[config.mk]
export PLATFORM = sky130hd
export DESIGN_NAME = switch_box_cfg
export DESIGN_NICKNAME = d
export VERILOG_FILES = /design/src/rtl/switch_box_cfg_pkg.sv /design/src/rtl/switch_box_cfg_mux.sv /design/src/rtl/switch_box_cfg.sv
export SDC_FILE = /design/constraint.sdc
export NUM_CORES = 1
export LEC_CHECK = 0
export ABC_AREA = 1
export ABC_CLOCK_PERIOD_IN_PS = 10400
export BUFFER_PORTS_ARGS = -buffer_cell sky130_fd_sc_hd__buf_2
export CORE_ASPECT_RATIO = 0.8
export CORE_MARGIN = 2
export CORE_UTILIZATION = 30
export DETAILED_ROUTE_END_ITERATION = 10
export GPL_TIMING_DRIVEN = 0
export PLACE_DENSITY_LB_ADDON = 0.3
export SYNTH_ARGS = -nofsm -noshare
export SYNTH_HDL_FRONTEND = slang
export SYNTH_SLANG_ARGS = --single-unit
[constraint.sdc]
create_clock -name clock -period 10.4 [get_ports clock]
set_clock_uncertainty 0.1 [all_clocks]
set_input_delay 0.52 -clock clock [delete_from_list [all_inputs] [get_ports clock]]
set_output_delay 0.52 -clock clock [all_outputs]
set_load 0.05 [all_outputs]
[src/rtl/switch_box_cfg_pkg.sv]
// Shared types and config-layout helpers for switch_box_cfg.
// The offset functions are the single source of truth for where each field sits in the config word.
package switch_box_cfg_pkg;

  typedef enum logic [1:0] {
    NORTH = 2'd0,
    EAST  = 2'd1,
    SOUTH = 2'd2,
    WEST  = 2'd3
  } side_e;

  localparam int N_SIDES = 4;

  function automatic int sb_sel_bits(input int n_le);
    return $clog2(n_le + 3);
  endfunction

  function automatic int le_sel_bits(input int width, input int n_le);
    return $clog2(4 * width + n_le);
  endfunction

  function automatic int cfg_bits(input int width, input int n_le, input int le_inputs);
    return N_SIDES * width * sb_sel_bits(n_le)
         + n_le * le_inputs * le_sel_bits(width, n_le)
         + N_SIDES * width;
  endfunction

  function automatic int side_sel_lsb(input int width, input int n_le, input int side, input int i);
    return (side * width + i) * sb_sel_bits(n_le);
  endfunction

  function automatic int le_sel_lsb(input int width, input int n_le, input int le_inputs,
                                    input int le, input int i);
    return N_SIDES * width * sb_sel_bits(n_le) + (le * le_inputs + i) * le_sel_bits(width, n_le);
  endfunction

  function automatic int reg_en_bit(input int width, input int n_le, input int le_inputs,
                                    input int side, input int i);
    return N_SIDES * width * sb_sel_bits(n_le)
         + n_le * le_inputs * le_sel_bits(width, n_le)
         + side * width + i;
  endfunction

endpackage

[src/rtl/switch_box_cfg_mux.sv]
// N-input one-bit mux; any select at or above N yields 0.
module switch_box_cfg_mux #(
  parameter int N = 5,
  parameter int S = 3
) (
  input  logic [N-1:0] i_data,
  input  logic [S-1:0] i_sel,
  output logic         o_data
);

  always_comb begin
    o_data = 1'b0;
    for (int k = 0; k < N; k++) begin
      if (i_sel == S'(k)) o_data = i_data[k];
    end
  end

endmodule

[src/rtl/switch_box_cfg.sv]
// Configurable switch box: serial shadow config chain, commit-to-active double buffer,
// per-track side muxes with optional output register, and LE input muxes.
module switch_box_cfg
  import switch_box_cfg_pkg::*;
#(
  parameter int WIDTH     = 6,
  parameter int N_LE      = 2,
  parameter int LE_INPUTS = 4
) (
  input  logic                        clock,
  input  logic                        reset,
  input  logic [WIDTH-1:0]            data_north_in,
  input  logic [WIDTH-1:0]            data_east_in,
  input  logic [WIDTH-1:0]            data_south_in,
  input  logic [WIDTH-1:0]            data_west_in,
  output logic [WIDTH-1:0]            data_north_out,
  output logic [WIDTH-1:0]            data_east_out,
  output logic [WIDTH-1:0]            data_south_out,
  output logic [WIDTH-1:0]            data_west_out,
  input  logic [N_LE-1:0]             data_from_les,
  output logic [N_LE*LE_INPUTS-1:0]   data_to_les,
  input  logic                        cfg_in,
  input  logic                        cfg_shift,
  input  logic                        cfg_commit,
  output logic                        cfg_out
);

  localparam int SB_SEL   = sb_sel_bits(N_LE);
  localparam int LE_SEL   = le_sel_bits(WIDTH, N_LE);
  localparam int CFG_BITS = cfg_bits(WIDTH, N_LE, LE_INPUTS);
  localparam int LE_CANDS = 4 * WIDTH + N_LE;

  logic [CFG_BITS-1:0] r_shadow;
  logic [CFG_BITS-1:0] r_active;

  // Commit captures the pre-edge shadow even when a shift happens on the same edge.
  always_ff @(posedge clock or posedge reset) begin
    if (reset) begin
      r_shadow <= '0;
      r_active <= '0;
    end else begin
      if (cfg_shift)  r_shadow <= {cfg_in, r_shadow[CFG_BITS-1:1]};
      if (cfg_commit) r_active <= r_shadow;
    end
  end

  assign cfg_out = r_shadow[0];

  logic [WIDTH-1:0] w_side_in  [N_SIDES];
  logic [WIDTH-1:0] w_side_out [N_SIDES];

  assign w_side_in[NORTH] = data_north_in;
  assign w_side_in[EAST]  = data_east_in;
  assign w_side_in[SOUTH] = data_south_in;
  assign w_side_in[WEST]  = data_west_in;

  assign data_north_out = w_side_out[NORTH];
  assign data_east_out  = w_side_out[EAST];
  assign data_south_out = w_side_out[SOUTH];
  assign data_west_out  = w_side_out[WEST];

  // A comes from the next side clockwise, B from the opposite side, C from the previous side.
  for (genvar gs = 0; gs < N_SIDES; gs++) begin : g_side
    for (genvar gi = 0; gi < WIDTH; gi++) begin : g_track
      localparam int A_SIDE = (gs + 1) % N_SIDES;
      localparam int B_SIDE = (gs + 2) % N_SIDES;
      localparam int C_SIDE = (gs + 3) % N_SIDES;
      localparam int A_IDX  = (gs == 0) ? (WIDTH - gi) % WIDTH :
                              (gs == 2) ? (2 * WIDTH - 2 - gi) % WIDTH : (gi + 1) % WIDTH;
      localparam int C_IDX  = (gs == 1) ? (WIDTH - gi) % WIDTH :
                              (gs == 3) ? (2 * WIDTH - 2 - gi) % WIDTH : (gi + 1) % WIDTH;
      localparam int SEL_LSB = side_sel_lsb(WIDTH, N_LE, gs, gi);
      localparam int EN_BIT  = reg_en_bit(WIDTH, N_LE, LE_INPUTS, gs, gi);

      logic [N_LE+2:0] w_cand;
      logic            w_mux;
      logic            r_q;

      assign w_cand = {w_side_in[C_SIDE][C_IDX], w_side_in[B_SIDE][gi],
                       w_side_in[A_SIDE][A_IDX], data_from_les};

      switch_box_cfg_mux #(.N(N_LE + 3), .S(SB_SEL)) u_mux (
        .i_data (w_cand),
        .i_sel  (r_active[SEL_LSB +: SB_SEL]),
        .o_data (w_mux)
      );

      always_ff @(posedge clock or posedge reset) begin
        if (reset) r_q <= 1'b0;
        else       r_q <= w_mux;
      end

      assign w_side_out[gs][gi] = r_active[EN_BIT] ? r_q : w_mux;
    end
  end

  logic [LE_CANDS-1:0] w_le_cand;
  assign w_le_cand = {data_north_in, data_east_in, data_south_in, data_west_in, data_from_les};

  for (genvar gl = 0; gl < N_LE; gl++) begin : g_le
    for (genvar gi = 0; gi < LE_INPUTS; gi++) begin : g_in
      localparam int SEL_LSB = le_sel_lsb(WIDTH, N_LE, LE_INPUTS, gl, gi);

      switch_box_cfg_mux #(.N(LE_CANDS), .S(LE_SEL)) u_mux (
        .i_data (w_le_cand),
        .i_sel  (r_active[SEL_LSB +: LE_SEL]),
        .o_data (data_to_les[gl*LE_INPUTS + gi])
      );
    end
  end

endmodule

After elaboration in Yosys (flattened, before gate mapping) --
Cells that the tools add are included.
Cells by class: reduce and logical (&&, ||, !) cells 32, eq/ne operators 296, multiplexer cells 352
Operators by type and width (count):
- 5-bit equality test, second input constant | 80
- 1-bit 2-to-1 mux | 352
- 5-bit by 4-bit equality test with 1-bit output, second input constant | 64
- 5-bit by 3-bit equality test with 1-bit output, second input constant | 32
- 3-bit by 2-bit equality test with 1-bit output, second input constant | 48
- 5-bit by 2-bit equality test with 1-bit output, second input constant | 16
- 3-bit by 1-bit equality test with 1-bit output, second input constant | 24
- 3-bit equality test, second input constant | 24
- 3-bit zero test | 24
- 5-bit by 1-bit equality test with 1-bit output, second input constant | 8
- 5-bit zero test | 8
Storage, ports and cells: register bits 296, logic and storage cells 706, output and inout port bits 33, input bits 31

Depth between registers and ports, before layout --
Gate-level depths: netlist of run 1.
word-level depth 27, mapped depth 22

By module --
From an unflattened synthesis of run 1, not the netlist that was laid out.
Second synthesis, totals: cells, all modules 2317, area, all modules 15942.8 µm²
Modules (own cells, without submodules):
- switch_box_cfg | seq. area each 7407.1 µm², area an instance 11138.2 µm², times used 1, cells an instance 1269
- switch_box_cfg_mux at g_le[0].g_in[0].u_mux ... | seq. area each 0.0 µm², area an instance 394.1 µm², times used 8, cells an instance 80
- switch_box_cfg_mux at g_side[0].g_track[0].u_mux ... | seq. area each 0.0 µm², area an instance 68.8 µm², times used 24, cells an instance 17

Worst setup path after synthesis of run 1 --
Ideal clock, no wire load.
kind in2out, from input data_from_les[0], to output data_to_les[2], cell stages on the path 20, data required time 9.780 ns, path buffers 2, setup slack 7.875 ns, arrival 1.905 ns, path through clkbuf_1 > nand3_1 > nand2_2 > nor2_2 > nand2_1 > nand2_1 > nand4_1 > nand2_1 > nand3b_1 > nand2_1 > nand2_1 > nand2_1 > nand4_1 > nand2_1 > nand3_1 > nand2_1 > nand3_1 > nand2_1 > nand3_2 > buf_4
On the way: word-level cells in the longest chain between the ends 26
Ends and longest elaborated chain:
- start: declaration | line switch_box_cfg.sv:20 | input logic [N_LE-1:0] data_from_les,
- 1-bit 2-to-1 mux (26 in a row) | line switch_box_cfg_mux.sv:14 | if (i_sel == S'(k)) o_data = i_data[k];
- end: declaration | line switch_box_cfg.sv:21 | output logic [N_LE*LE_INPUTS-1:0] data_to_les,
Every way passes these cells.

Worst setup path after layout of run 1 --
from register r_active[109], to output data_to_les[7]
On the way: word-level cells in the longest chain between the ends 27
Ends and longest elaborated chain:
- start: declaration | line switch_box_cfg.sv:34 | logic [CFG_BITS-1:0] r_active;
- start signal: assignment | line switch_box_cfg.sv:43 | if (cfg_commit) r_active <= r_shadow;
- 5-bit zero test | line switch_box_cfg_mux.sv:14
- 1-bit 2-to-1 mux (25 in a row) | line switch_box_cfg_mux.sv:14
- 1-bit 2-to-1 mux * | line switch_box_cfg_mux.sv:14
Every way passes the cells marked *; elsewhere a longest branch is shown, timed or not.

==> impl_metrics.toml, run 1 <==
[critical_path]
critPathCaptureType = "primary output"
r2r_setup_slack_ns = 8.58
r2r-end = "g_side[0].g_track[0].r_q$_DFF_PP0_"
cp-startpoint = "r_active[109]$_DFFE_PP0P_"
critPathTopFamily = "simple AND/OR/NAND/NOR gates"
critPathKind = "reg -> out"
arrival_ns = 3.25
r2r_cells = 1
reg2reg_from = "r_active[1]$_DFFE_PP0P_"
crit_chain = "nor2_1 > inv_2 > nor3_1 > nand2_1 > nand3_1 > nand2_1 > nand4_1 > nand2_1 > nand4_1 > nand2_1 > nand4_1 > nand2_1 > nand3_1 > nand2_1 > nand4_1 > nand2_1 > nand3_1 > buf_4 > buf_2"
cpMostUsedCell = "nand2_1"
crit_fanout = 6
cp-endpoint = "data_to_les[7]"
cp_data_required_time_ns = 9.78
max_stage_delay_ns = 0.45
path_buf_inv = 3
cp-start-kind = "register"
slowest_stage = "dfrtp_1"
cp.depth = 19

[power]
p_leak_nw = 8.101
ir_drop_v = 0.0001716
power_density_mw_per_mm2 = 204.1
totalPowerFinal_mw = 3.530

[timing]
layout_setup_ws_ns = 6.531
finalCritPeriodShare = 0.3720
fmax_mhz = 258.5
final_max_slew_viol_count = 0
hold_viol_final = 0
rsz0062_at_grt = "no"
hold_slack_ns = 0.1249
tightestPinTransition_ns = 1.231
fin_setup_tns_ns = 0
setup-violations-final = 0
finalCriticalPeriod_ns = 3.869
relSlewSlack = 0.1685

[floorplanning]
std_cell_rows = 73
die_area_sq_mm = 0.05230
coreArea_sq_mm = 0.04978
start_util = 0.3042
die_x_um = 255.2
die_h_um = 205.0
io_pins = 64

[routing]
finalWirelength_um = 53300
wl_per_cell_um = 19.21
antenna_left = 0
vias = 14172
firstDrtPassIters = 5
drc = 0
drt_iter0_drc = 1325
via_per_inst = 5.109

[clocking]
clock-sinks = 296
postCtsSetupRepairBufs = 0
htreeDepth = 1
cts_tree = "built"
cts_buffer_depth = 3
clk_pin_slew_ns = 0.07
numCtsBuffers = 31
clock_latency_ns = 0.60
clockRootBuffer = "clkbuf_16"

[synth]
yosys-top-cells-area = "dfrtp_1, nand2_1, o21ai_0"
synth_top_cell_by_area = "dfrtp_1"
ys_warn_count = 0
syn-num-nets = 2027
syn_area_sq_mm = 0.01514
ys_async_sr_fraction = 1.000
synth_cell_type_count = 37
ys_seq_area_frac = 0.4891
synth-seq-cells = 296
synth_cells = 1996
synth_edf_count = 0
avgSynthCellArea_sq_um = 7.587
synthFlopType = "dfrtp_1"
synth_top_area_share = 0.4891

[cells_and_area]
layout.nets = 2111
n_antenna_cell = 0
nFillCells = 5293
area_growth_pct = 14.23
drive_above_1_share = 0.08814
stdcell_count = 2774

[placement]
dpl.hpwl_um = 37580
gp_routability_congestion = 0.8852
placed_cells = 2721
io_buffers = 48
place_ws_ns = 6.637

[global_route]
grt_use_total = 0.2066
grt_pass1_vias = 13654
antenna_found_initial = 0
overflow = 0
grt_pass1_wl_um = 82080
grt_max_degree = 125

[worst_hold_path]
min_path_type = "in -> reg"

[run_status]
status = "finished, final reports clean"

[run]
cap_violations = 0
[timing repair]
| item | in CTS | in global routing |
|---|---|---|
| hold buffers | 1 | 0 |
| endpoints found under the hold margin | 59 | 0 |
| resized for setup | 0 | 0 |
[cells by family (layout without fill, tap and decap cells)]
family,Yosys count,after routing,synth area share
AOI/OAI and AO/OA,444,444,0.1585
buffers and inverters,411,514,0.1081
DFF,296,296,0.4891
and+or+nand+nor,845,845,0.2443
[tightest hold or removal path, delay by kind of cell]
family	cells	cell delay, ns
buf+inv	1	0.09
compound gates	1	0.09
simple gates	1	0.08
[worst min path at each step]
| stage | startpoint | endpoint | slack [ns] | cells after the start |
|---|---|---|---|---|
| floorplan | r_shadow[45]$_DFFE_PP0P_ | r_active[45]$_DFFE_PP0P_ | 0.35 | 2 |
| global placement | r_shadow[65]$_DFFE_PP0P_ | r_shadow[64]$_DFFE_PP0P_ | 0.36 | 2 |
| detailed placement | r_shadow[50]$_DFFE_PP0P_ | r_shadow[49]$_DFFE_PP0P_ | 0.37 | 2 |
| CTS | cfg_in | r_shadow[135]$_DFFE_PP0P_ | 0.11 | 3 |
| global route | cfg_in | r_shadow[135]$_DFFE_PP0P_ | 0.13 | 3 |
| finish | cfg_in | r_shadow[135]$_DFFE_PP0P_ | 0.12 | 3 |
[routing by layer]
| metal | track usage | vias to the layer above | share of wire |
|---|---|---|---|
| met5 | 0 | - | 0 |
| met3 | 0.03266 | 108 | 0.071 |
| met2 | 0.3012 | 529 | 0.42 |
| met1 | 0.3132 | 6865 | 0.48 |
| met4 | 0.05827 | 0 | 0.029 |
| li1 | - | 6670 | - |
[cell usage after synthesis (2+ instances only)]
cell       instances
nor2_1           145
nor2_4             5
nand3_2            2
nor3_1            21
nand2_2            2
clkbuf_8           2
o21ai_0          257
o2111ai_1          9
clkinv_1           8
a31oi_1            3
nand3b_1           2
nor2_2            25
buf_6              3
a32o_1             3
buf_4              8
inv_1            269
clkbuf_1          82
a21oi_1          124
nand2_1          444
a31o_2             4
buf_2              7
o41ai_1           18
dfrtp_1          296
nor4_1             5
inv_2             30
a2111oi_0          2
o21ai_1           14
nand4_1           92
a41o_1             2
nand3_1          101
o31ai_1            5
[final cells by class]
class	instances	area (sq um)	area share
Sequential cell	296	7407	0.4282
Multi-Input combinational cell	1289	6100	0.3526
Inverter	307	1160	0.06705
Clock buffer	42	847.1	0.04897
Tap cell	675	844.6	0.04882
Buffer	104	484.2	0.02799
Timing Repair Buffer	51	305.3	0.01765
Clock inverter	10	150.1	0.008680
[power breakdown]
group	switching (mW)	internal, mW	total (mW)
clock	0.482	0.643	1.12
sequential	0.130	1.33	1.46
combinational	0.688	0.256	0.944
total	1.30	2.23	3.53
[metrics by stage]
step,utilization,cell area (sq um)
global placement,0.3260,16230
CTS,0.3475,17300
detailed placement,0.3273,16290
floorplan,-,15140
global route,0.3475,17300
finish,0.3475,17300
[flip-flops by register name, summed over array words and instances, names as in the netlist]
| register | count |
|---|---|
| g_side.g_track.r_q | 24 |
| r_active | 136 |
| r_shadow | 136 |
[cells in the final DEF (no fill, tap or decap), types with 4 or more instances in the layout]
| cell type | synthesis | routed |
|---|---|---|
| clkinv_1 | 8 | 8 |
| nand3_1 | 101 | 101 |
| a31o_2 | 4 | 4 |
| clkbuf_1 | 82 | 90 |
| o21ai_0 | 257 | 257 |
| o21ai_1 | 14 | 14 |
| a21oi_1 | 124 | 124 |
| nor2_1 | 145 | 145 |
| o41ai_1 | 18 | 18 |
| nor2_4 | 5 | 5 |
| inv_2 | 30 | 30 |
| buf_2 | 7 | 55 |
| clkbuf_8 | 2 | 5 |
| o31ai_1 | 5 | 5 |
| dfrtp_1 | 296 | 296 |
| nand4_1 | 92 | 92 |
| buf_4 | 8 | 8 |
| nor2_2 | 25 | 25 |
| nor4_1 | 5 | 5 |
| o2111ai_1 | 9 | 9 |
| inv_1 | 269 | 268 |
| nand2_1 | 444 | 444 |
| nor3_1 | 21 | 21 |
| clkbuf_16 | 0 | 31 |
Power figures use the tool's default switching activity.
==> inputs of run 2 (changes only) <==
--- a/config.mk
+++ b/config.mk
@@ -6,7 +6,7 @@
 export NUM_CORES = 1
 export LEC_CHECK = 0
 export ABC_AREA = 1
-export ABC_CLOCK_PERIOD_IN_PS = 10400
+export ABC_CLOCK_PERIOD_IN_PS = 3790
 export BUFFER_PORTS_ARGS = -buffer_cell sky130_fd_sc_hd__buf_2
 export CORE_ASPECT_RATIO = 0.8
 export CORE_MARGIN = 2
==> constraint.sdc (replaced) <==
create_clock -name clock -period 3.79 [get_ports clock]
set_clock_uncertainty 0.1 [all_clocks]
set_input_delay 0.1895 -clock clock [delete_from_list [all_inputs] [get_ports clock]]
set_output_delay 0.1895 -clock clock [all_outputs]
set_load 0.05 [all_outputs]
==> impl_metrics.toml, run 2 (synthesis gave the netlist of run 1 again) <==
[cells_and_area]
multi_input_area_sq_mm = 0.006105
area_growth_pct = 15.38
drive_above_1_share = 0.09402
layout_commonest_cell = "nand2_1"
nFillCells = 5234
final_cell_mix = "nand2_1, dfrtp_1, inv_1"
reg_top3 = "r_active (136), r_shadow (136), g_side.g_track.r_q (24)"
seq_area_sq_mm = 0.007407
layout.nets = 2118
fin_util = 0.3510

[critical_path]
r2r_cells = 1
slowest_stage = "dfrtp_1"
cpMostUsedCell = "nand2_1"
crit_chain = "nor2_1 > inv_2 > nor3_1 > nand2_1 > nand3_1 > nand2_1 > nand4_1 > nand2_1 > nand4_1 > nand2_1 > nand4_1 > nand2_1 > nand3_1 > nand2_1 > nand4_1 > nand2_1 > nand3_1 > buf_4 > buf_2"
path_buf_inv = 3
critPathTopFamily = "simple AND/OR/NAND/NOR gates"
crit_fanout = 6
critPathCaptureType = "primary output"
cp.depth = 19
max_stage_delay_ns = 0.43
critPathKind = "reg -> out"
cp_data_required_time_ns = 3.50
cp-start-kind = "register"
arrival_ns = 3.22

[clocking]
cts_buffer_depth = 3
postCtsSetupRepairBufs = 0
clockRootBuffer = "clkbuf_16"
numCtsBuffers = 31
clock_latency_ns = 0.61
cts_tree = "built"
clock-sinks = 296
clk_pin_slew_ns = 0.07
htreeDepth = 1

[routing]
finalWirelength_um = 53910
drt_iter0_drc = 1539
wl_per_cell_um = 19.37
drc = 0
via_per_inst = 5.148
antenna_left = 0
firstDrtPassIters = 8
vias = 14326

[worst_hold_path]
min_path_type = "in -> reg"
hold_path_depth = 3

[timing]
rsz0062_at_grt = "no"
fin_setup_tns_ns = 0
finalCriticalPeriod_ns = 3.508
relSlewSlack = 0.1160
finalCritPeriodShare = 0.9256
fmax_mhz = 285.1
setup-violations-final = 0
tightestPinTransition_ns = 1.326
hold_viol_final = 0
final_max_slew_viol_count = 0
hold_slack_ns = 0.08130

[floorplanning]
io_pins = 64
die_area_sq_mm = 0.05230
die_h_um = 205.0
std_cell_rows = 73
coreArea_sq_mm = 0.04978
die_x_um = 255.2
start_util = 0.3042

[placement]
gp_routability_congestion = 0.9091
io_buffers = 48
dpl.hpwl_um = 37850

[global_route]
grt_max_degree = 44
antenna_found_initial = 5
overflow = 0
grt_pass1_wl_um = 81570
grt_pass1_vias = 13445
grt_use_total = 0.2063

[power]
power_density_mw_per_mm2 = 565.6
ir_drop_v = 0.0003502
p_leak_nw = 8.189
totalPowerFinal_mw = 9.883

[run]
cap_violations = 0

[run_status]
status = "finished, final reports clean"
run 2: cell type report:
class / count / area share
multi-input cells: 1289 / 0.3494
plain buffers: 104 / 0.02771
repair buffers: 58 / 0.02349
inverters: 307 / 0.06617
clock inverters: 15 / 0.01275
well taps: 675 / 0.04834
flip-flops and latches: 296 / 0.4239
diodes: 2 / 0.0002864
clock buffers: 37 / 0.04798
run 2: worst paths after layout:
| path | slack (ns) | to | startpoint |
|---|---|---|---|
| worst max-delay path | 0.28 | data_to_les[7] | r_active[109]$_DFFE_PP0P_ |
| worst min-delay path | 0.08 | g_side[3].g_track[4].r_q$_DFF_PP0_ | data_south_in[0] |
| worst max register to register | 2.07 | g_side[0].g_track[0].r_q$_DFF_PP0_ | r_active[1]$_DFFE_PP0P_ |
| worst min register to register | 0.38 | r_active[45]$_DFFE_PP0P_ | r_shadow[45]$_DFFE_PP0P_ |
| max in group asynchronous | 2.27 | r_active[83]$_DFFE_PP0P_ | reset |
| min in group asynchronous | 0.13 | g_side[1].g_track[3].r_q$_DFF_PP0_ | reset |
run 2: metal layers:
metal / GRT usage / vias to the layer above / wire [um]
met5: 0.01333 / - / 100
met4: 0.06892 / 6 / 1950
met3: 0.04816 / 123 / 4545
met2: 0.2977 / 544 / 22280
met1: 0.3000 / 6949 / 25030
li1: - / 6704 / -
run 2: metrics by stage:
stage	area (sq um)	cells	worst slack [ns]
floorplan	15150	1996	-0.4306
finish	17470	2783	0.2821
CTS	17460	2781	0.2911
global route	17470	2781	0.03398
detailed placement	16370	2726	0.6771
global placement	16230	2719	-2.322
run 2: power breakdown:
part	switching (mW)	internal [mW]
logic	1.90	0.714
clock network	1.35	1.91
registers	0.358	3.65
run 2: worst min-delay path: stages:
cell and delay [ns]:
buf_2 0.21, nand4_1 0.12, o21ai_0 0.16
run 2: repair_timing:
action | 4_1_cts | 5_1_grt
endpoints found under the hold margin | 24 | 0
endpoints found under the setup margin | 0 | 1
hold buffers | 3 | 0
gates resized for setup | 0 | 2
